<file path="src/rtl/id_ex_stage.sv">
// ID/EX pipeline register with WB->EX operand bypass, saturating bubble counter.
// Latency 1 cycle; stall holds EX (held operands still refreshed from WB), flush wins over stall.
module id_ex_stage #(
    parameter int XLEN   = 64,
    parameter int CTRL_W = 8,
    parameter int CNT_W  = 32
) (
    input  logic              clk,
    input  logic              reset_n,
    input  logic              id_valid,
    input  logic [XLEN-1:0]   id_pc,
    input  logic [4:0]        id_rs1,
    input  logic [4:0]        id_rs2,
    input  logic [4:0]        id_rd,
    input  logic [XLEN-1:0]   id_rd1,
    input  logic [XLEN-1:0]   id_rd2,
    input  logic [XLEN-1:0]   id_imm,
    input  logic [3:0]        id_funct,
    input  logic [CTRL_W-1:0] id_ctrl,
    input  logic              stall,
    input  logic              flush,
    input  logic              wb_regwrite,
    input  logic [4:0]        wb_rd,
    input  logic [XLEN-1:0]   wb_data,
    output logic              ex_valid,
    output logic [XLEN-1:0]   ex_pc,
    output logic [4:0]        ex_rs1,
    output logic [4:0]        ex_rs2,
    output logic [4:0]        ex_rd,
    output logic [XLEN-1:0]   ex_rd1,
    output logic [XLEN-1:0]   ex_rd2,
    output logic [XLEN-1:0]   ex_imm,
    output logic [3:0]        ex_funct,
    output logic [CTRL_W-1:0] ex_ctrl,
    output logic [CNT_W-1:0]  bubble_count
);

    logic              valid_q;
    logic [XLEN-1:0]   pc_q, rd1_q, rd2_q, imm_q;
    logic [4:0]        rs1_q, rs2_q, rd_q;
    logic [3:0]        funct_q;
    logic [CTRL_W-1:0] ctrl_q;
    logic [CNT_W-1:0]  cnt_q;

    logic              wb_live;
    logic [XLEN-1:0]   rd1_d, rd2_d;
    logic              hold_fwd1, hold_fwd2;
    logic              bubble;

    // x0 reads as zero no matter what the register file returned.
    always_comb begin
        wb_live   = wb_regwrite && (wb_rd != 5'd0);
        rd1_d     = id_rd1;
        rd2_d     = id_rd2;
        if (id_rs1 == 5'd0)
            rd1_d = '0;
        else if (wb_live && (wb_rd == id_rs1))
            rd1_d = wb_data;
        if (id_rs2 == 5'd0)
            rd2_d = '0;
        else if (wb_live && (wb_rd == id_rs2))
            rd2_d = wb_data;
        hold_fwd1 = valid_q && wb_live && (wb_rd == rs1_q);
        hold_fwd2 = valid_q && wb_live && (wb_rd == rs2_q);
        bubble    = flush || (!stall && !id_valid);
    end

    always_ff @(posedge clk or negedge reset_n) begin
        if (!reset_n) begin
            valid_q <= 1'b0;
            pc_q    <= '0;
            rs1_q   <= '0;
            rs2_q   <= '0;
            rd_q    <= '0;
            rd1_q   <= '0;
            rd2_q   <= '0;
            imm_q   <= '0;
            funct_q <= '0;
            ctrl_q  <= '0;
            cnt_q   <= '0;
        end else begin
            if (flush) begin
                valid_q <= 1'b0;
                pc_q    <= '0;
                rs1_q   <= '0;
                rs2_q   <= '0;
                rd_q    <= '0;
                rd1_q   <= '0;
                rd2_q   <= '0;
                imm_q   <= '0;
                funct_q <= '0;
                ctrl_q  <= '0;
            end else if (stall) begin
                // Older instructions retiring in WB must reach the held operands.
                if (hold_fwd1) rd1_q <= wb_data;
                if (hold_fwd2) rd2_q <= wb_data;
            end else begin
                valid_q <= id_valid;
                pc_q    <= id_pc;
                rs1_q   <= id_rs1;
                rs2_q   <= id_rs2;
                rd_q    <= id_rd;
                rd1_q   <= rd1_d;
                rd2_q   <= rd2_d;
                imm_q   <= id_imm;
                funct_q <= id_funct;
                ctrl_q  <= id_valid ? id_ctrl : '0;
            end
            if (bubble && (cnt_q != {CNT_W{1'b1}}))
                cnt_q <= cnt_q + CNT_W'(1);
        end
    end

    assign ex_valid     = valid_q;
    assign ex_pc        = pc_q;
    assign ex_rs1       = rs1_q;
    assign ex_rs2       = rs2_q;
    assign ex_rd        = rd_q;
    assign ex_rd1       = rd1_q;
    assign ex_rd2       = rd2_q;
    assign ex_imm       = imm_q;
    assign ex_funct     = funct_q;
    assign ex_ctrl      = ctrl_q;
    assign bubble_count = cnt_q;

endmodule

</file>
<file path="config.mk">
export PLATFORM = sky130hd
export DESIGN_NAME = id_ex_stage
export DESIGN_NICKNAME = d
export VERILOG_FILES = /design/src/rtl/id_ex_stage.sv
export SDC_FILE = /design/constraint.sdc
export NUM_CORES = 1
export LEC_CHECK = 0
export CAP_MARGIN = 0
export CORE_AREA = 2 2 262 264
export DETAILED_ROUTE_END_ITERATION = 16
export DIE_AREA = 0 0 264 266
export PLACE_DENSITY = 0.6
export SLEW_MARGIN = 15
export SYNTH_ARGS = -nofsm -noshare
export SYNTH_HDL_FRONTEND = slang
export SYNTH_SLANG_ARGS = --single-unit
export TNS_END_PERCENT = 10
</file>
<file path="constraint.sdc">
create_clock -name clk -period 3.5 [get_ports clk]
set_clock_uncertainty 0.1 [all_clocks]
set_input_delay 0.875 -clock clk [delete_from_list [all_inputs] [get_ports clk]]
set_output_delay 0.875 -clock clk [all_outputs]
set_load 0.005 [all_outputs]
</file>
Word-level counts from Yosys, hierarchy flattened
Cells that the tools add are included.
{"block": "totals", "register_bits": 316, "output_inout_bits": 316, "elab_cells": 61}
{"block": "op_classes", "addsub": 1, "eq_ne": 8, "n_mux": 27, "n_reduce_logical": 14}
{"operator": "64-bit two-way mux", "count": 14}
{"operator": "32-bit by 1-bit adder with 32-bit output, second input constant", "count": 1}
{"operator": "32-bit inequality test, second input constant", "count": 1}
{"operator": "5-bit two-way mux", "count": 6}
{"operator": "8-bit two-way mux", "count": 3}
{"operator": "5-bit equality test", "count": 4}
{"operator": "5-bit zero test", "count": 2}
{"operator": "1-bit logical AND", "count": 8}
{"operator": "4-bit two-way mux", "count": 2}
{"operator": "3-bit by 1-bit inequality test with 1-bit output, second input constant", "count": 2}
{"operator": "5-bit nonzero test", "count": 1}
{"operator": "1-bit zero test", "count": 2}
{"operator": "1-bit two-way mux", "count": 2}
{"operator": "2-bit by 1-bit inequality test with 1-bit output, second input constant", "count": 1}
{"operator": "1-bit logical OR", "count": 1}

Longest topological paths before layout
{"block": "depth", "ltp_word": 7, "mapped_depth": 8, "ltp_nobuf": 6}

Worst setup path after synthesis
OpenSTA, ideal clock, no wires.
{"block": "synth_path", "kind": "input-to-reg", "start": "input wb_rd[2]", "end": "register rd1_q[59], in the netlist ex_rd1[59]", "setup_time_ns": 0.137, "t_arrival_ns": 2.147, "required_time_ns": 3.263, "slack_ns": 1.116, "cell_stages": 8, "path_buffers": 3, "cell_sequence": "buf_4 -> nor4_4 -> a211oi_2 -> buf_6 -> buf_4 -> and4_1 -> a31oi_1 -> a311oi_1"}
{"block": "synth_between", "elab_chain_len": 7, "elab_cells_between_ends": 12}
{"item": "start: declaration", "line": "23", "text": "input logic [4:0] wb_rd,"}
{"item": "5-bit nonzero test", "line": "52", "text": "wb_live = wb_regwrite && (wb_rd != 5'd0);"}
{"item": "1-bit logical AND", "line": "52"}
{"item": "1-bit logical AND", "line": "57", "text": "else if (wb_live && (wb_rd == id_rs1))"}
{"item": "64-bit two-way mux", "line": "57"}
{"item": "64-bit two-way mux", "line": "55", "text": "if (id_rs1 == 5'd0)"}
{"item": "64-bit two-way mux", "line": "93", "text": "end else if (stall) begin"}
{"item": "64-bit two-way mux", "line": "82", "text": "if (flush) begin"}
{"item": "end signal: assignment", "line": "95", "text": "if (hold_fwd1) rd1_q <= wb_data;"}
{"item": "end signal: assignment", "line": "103", "text": "rd1_q <= rd1_d;"}
{"item": "end: declaration", "line": "39", "text": "logic [XLEN-1:0] pc_q, rd1_q, rd2_q, imm_q;"}
Parallel ways exist; a longest one is shown, timed or not.
A chain may end at the register's enable or synchronous reset.

Worst setup path after layout
{"block": "layout_path", "start": "input wb_rd[1]", "end": "register rd2_q[17], in the netlist ex_rd2[17]"}
{"block": "layout_between", "elab_chain_len": 7, "elab_cells_between_ends": 12}
{"item": "5-bit nonzero test", "line": "52"}
{"item": "1-bit logical AND", "line": "52"}
{"item": "1-bit logical AND", "line": "61", "text": "else if (wb_live && (wb_rd == id_rs2))"}
{"item": "64-bit two-way mux", "line": "61"}
{"item": "64-bit two-way mux", "line": "59", "text": "if (id_rs2 == 5'd0)"}
{"item": "64-bit two-way mux", "line": "93"}
{"item": "64-bit two-way mux", "line": "82"}
{"item": "end signal: assignment", "line": "96", "text": "if (hold_fwd2) rd2_q <= wb_data;"}
{"item": "end signal: assignment", "line": "104", "text": "rd2_q <= rd2_d;"}
{"item": "end: declaration", "line": "39"}
Parallel ways exist; a longest one is shown, timed or not.

==> metrics.txt <==
flops & latches, synth=316; CP Data Required Time=3.83 ns; Placed Instances=2,968; xor and xnor fraction of the mapped netlist area=~2.6%; EDFF count, synth=0; layout cells sized above 1=6.13%; top cell type's share of synthesized area=50.1%; share of the cycle needed by the critical path after routing=83.1%; met2 usage=31.4%; async set-or-reset flop fraction in the synthesized netlist=100%; switching share of power=26.9%; number of hold-repair buffers added at the cts stage=0; final sum of negative setup slack=0 ns; global-route met1 utilization=about a quarter; Worst Setup End Kind=flip-flop; CTS tree=done; least setup slack across all paths after layout=0.591 ns; commonest register cell after synthesis=sky130_fd_sc_hd__dfrtp_1; post-detailed-route wirelength per cell=about 23 microns; worst slack, placed=0.0185 ns; Via Count=15,600; largest net degree at the start of global routing=170; Ys Warns=0; quantity of I/O buffers inserted on ports=673; portion of netlist area occupied by mux cells=around a tenth; worst relative slew slack=38.0%; Placement Cell Area=23,500 sq um; compound-gate portion of the synthesized area=13.7%; total of endpoints with negative setup slack in the final report=0; cell type contributing the most total cell area after synthesis=sky130_fd_sc_hd__dfrtp_1; class of the most critical hold timing path=input port to asynchronous set/reset pin; outcome=complete, no violations; Worst Max-Slew Pin Slew=0.930 ns; Worst Reg-to-Reg Cells=6; wire length of the first global-routing pass=103,000 microns; final net count=2,486; Switch Pwr=2.86 mW; clock network latency to the later pin of the worst-skew pair=between 0.5 and 0.6 ns; Reg2Reg Capture Point=ex_rd2[17]; combinational cell fraction of total power=19.8%; arrival time at the worst endpoint=approximately 3.2 ns; most utilized layer in the global route result=met2; starting density of the core=about a quarter; synthesized-area fraction occupied by adder cells=0.0792%; Ports=674; met3 usage in global routing=4.71%; register-to-register setup slack=between 1 and 1.5 ns; leading post-synthesis cells by cell area=sky130_fd_sc_hd__dfrtp_1, sky130_fd_sc_hd__mux2i_1, sky130_fd_sc_hd__and4_1; post-synthesis cell area=about 16,000 sq um; worst voltage drop across the vdd grid=494 uV; Post-Layout Cell Count=3,038; combinational family with the most area after synthesis=simple AND/OR/NAND/NOR gates; clock buffer depth=3; TritonCTS Buffers=39; average instance area after synthesis=around 10 sq um; count of unique library cells instantiated by Yosys=44; post-synthesis share of cell area spent on and, or, nand and nor gates=18.7%; post-route total power=about 11 mW; setup repair after global routing missed its margin=false; Hold WS=0.193 ns; most common library cell in the layout ignoring fill and taps=sky130_fd_sc_hd__clkdlybuf4s50_1; Syn-to-layout area delta=57.6%; Max Freq=0.344 GHz; final weighted congestion in routability-driven placement=0.899; launching element type of the critical path=input port; number of sinks driven by the clock tree=316; sequential fraction of the synthesis area=50.1%; crit path kind=input port to flip-flop; Clock Root Buffer=sky130_fd_sc_hd__clkbuf_16; Die Ht=266 microns; Total Routing Usage GR=19.0%; clock input transition at the sequential cells of the worst setup and hold paths=0.06 ns; number of vias per cell=5.12; First-pass DRT Iterations=6; max_cap viols=0; CP max FO=38; internal portion of total power=7.76 mW; antenna violations before repair=6; Power Dens Cells=around 430 nW/um^2; GRT overflow=0; final count of hold timing violations=0; number of global-route vias before repair=15,700; count of standard-cell rows=96; Lkg Pwr=around 11 nW; Finished Core Util=36.8%; top library cells by usage in the layout, fill and taps aside=sky130_fd_sc_hd__clkdlybuf4s50_1, sky130_fd_sc_hd__dfrtp_1, sky130_fd_sc_hd__nor2_1; number of design rule violations left after detail routing=0; standard cell core area=a little under 70,000 sq um; proportion of power drawn by flip-flops and latches=38.8%; clock power share=41.4%; post-cts resize count=0; Die X-Extent=264 microns; die area=70,200 sq um; number of design-rule violations left by the first detailed-router iteration=1,496; post-CTS setup-driven buffer insertion count=0; startpoint of the lowest-slack register-to-register path=ex_rs2[4]; gate count after technology mapping=1,524; detailed placer's ending HPWL=49,600 microns; final critical-path required period=2.91 ns; post-route ant nets=0; total number of H-tree levels=2; Net Count, Synth=1,883; Slew Viols, Final=0; post-route cell area=24,900 sq um; drt total wl=~69,000 microns
-- synth_stat cells, types with 2 or more instances --
| cell | number |
|---|---|
| sky130_fd_sc_hd__and3_1 | 6 |
| sky130_fd_sc_hd__nor2_1 | 296 |
| sky130_fd_sc_hd__buf_1 | 4 |
| sky130_fd_sc_hd__a21oi_1 | 8 |
| sky130_fd_sc_hd__nor4_4 | 4 |
| sky130_fd_sc_hd__buf_6 | 8 |
| sky130_fd_sc_hd__mux2i_1 | 147 |
| sky130_fd_sc_hd__a311oi_1 | 129 |
| sky130_fd_sc_hd__a41o_1 | 2 |
| sky130_fd_sc_hd__buf_4 | 33 |
| sky130_fd_sc_hd__dfrtp_1 | 316 |
| sky130_fd_sc_hd__nand3_1 | 14 |
| sky130_fd_sc_hd__clkbuf_1 | 63 |
| sky130_fd_sc_hd__xor2_1 | 19 |
| sky130_fd_sc_hd__and4_1 | 131 |
| sky130_fd_sc_hd__nand4_1 | 10 |
| sky130_fd_sc_hd__a31oi_1 | 132 |
| sky130_fd_sc_hd__and2_1 | 4 |
| sky130_fd_sc_hd__nand2_1 | 81 |
| sky130_fd_sc_hd__xnor2_1 | 27 |
| sky130_fd_sc_hd__a22oi_1 | 8 |
| sky130_fd_sc_hd__nor4_1 | 2 |
| sky130_fd_sc_hd__a211oi_2 | 2 |
| sky130_fd_sc_hd__nor3_1 | 5 |
| sky130_fd_sc_hd__inv_1 | 3 |
| sky130_fd_sc_hd__buf_2 | 52 |
-- worst max-delay path by stage --
stage / startpoint / end / slack [ns]
floorplan: wb_rd[2] / ex_rd1[59] / 1.12
global placement: wb_rd[1] / ex_rd2[27] / 0.10
detailed placement: wb_rd[3] / ex_rd2[10] / 0.02
CTS: wb_rd[1] / ex_rd2[30] / 0.61
global route: wb_rd[1] / ex_rd2[23] / 0.52
finish: wb_rd[1] / ex_rd2[17] / 0.59
-- state kept, by name (all words and copies together) (netlist names) --
signal / flops
ex_rd1: 64
bubble_count: 32
ex_valid: 1
ex_pc: 64
ex_rs2: 5
ex_ctrl: 8
ex_imm: 64
ex_rs1: 5
ex_rd2: 64
ex_rd: 5
ex_funct: 4
-- area by class of cell --
| type | count | area, sq um |
|---|---|---|
| fillers | 6640 | 42800 |
| flip-flops and latches | 316 | 7910 |
| repair buffers | 723 | 7410 |
| multi-input cells | 1044 | 7090 |
| clock buffers | 57 | 1140 |
| well taps | 882 | 1100 |
| clock inverters | 12 | 231 |
| inverters | 3 | 11.3 |
| diodes | 1 | 2.50 |
-- logic make-up (layout without fill, tap and decap cells) --
| group | Yosys count | count (layout) |
|---|---|---|
| xor gates and xnor gates | 46 | 46 |
| muxes | 148 | 148 |
| buffers and inverters | 164 | 795 |
| AOI/OAI and AO/OA | 288 | 288 |
| adders and majority gates | 1 | 1 |
| DFF | 316 | 316 |
| other | 0 | 1 |
| and+or+nand+nor | 561 | 561 |
-- routing by layer --
layer  part of all wire [%]  vias to the layer above
met5                  0.038                        -
met4                    3.0                        4
met3                    8.2                      126
met2                     48                      833
met1                     41                     7707
li1                       -                     6889
-- worst max-delay path, cell delays in order --
cell                              delay [ns]
sky130_fd_sc_hd__clkdlybuf4s50_1        0.56
sky130_fd_sc_hd__xor2_1                 0.23
sky130_fd_sc_hd__nor4_1                 0.34
sky130_fd_sc_hd__a41o_4                 0.59
sky130_fd_sc_hd__buf_12                 0.26
sky130_fd_sc_hd__nor2_1                 0.06
sky130_fd_sc_hd__a311oi_1               0.27
-- power by group through the flow --
stage / Clock, mW / Combinational (mW) / Sequential (mW)
floorplan: 0 / 0.706 / 4.16
global placement: 0 / 2.09 / 4.17
detailed placement: 0 / 2.12 / 4.18
CTS: 4.50 / 2.13 / 4.12
global route: 4.66 / 2.26 / 4.15
finish: 4.39 / 2.11 / 4.12
Note: power is estimated with default switching activity, not from simulation.
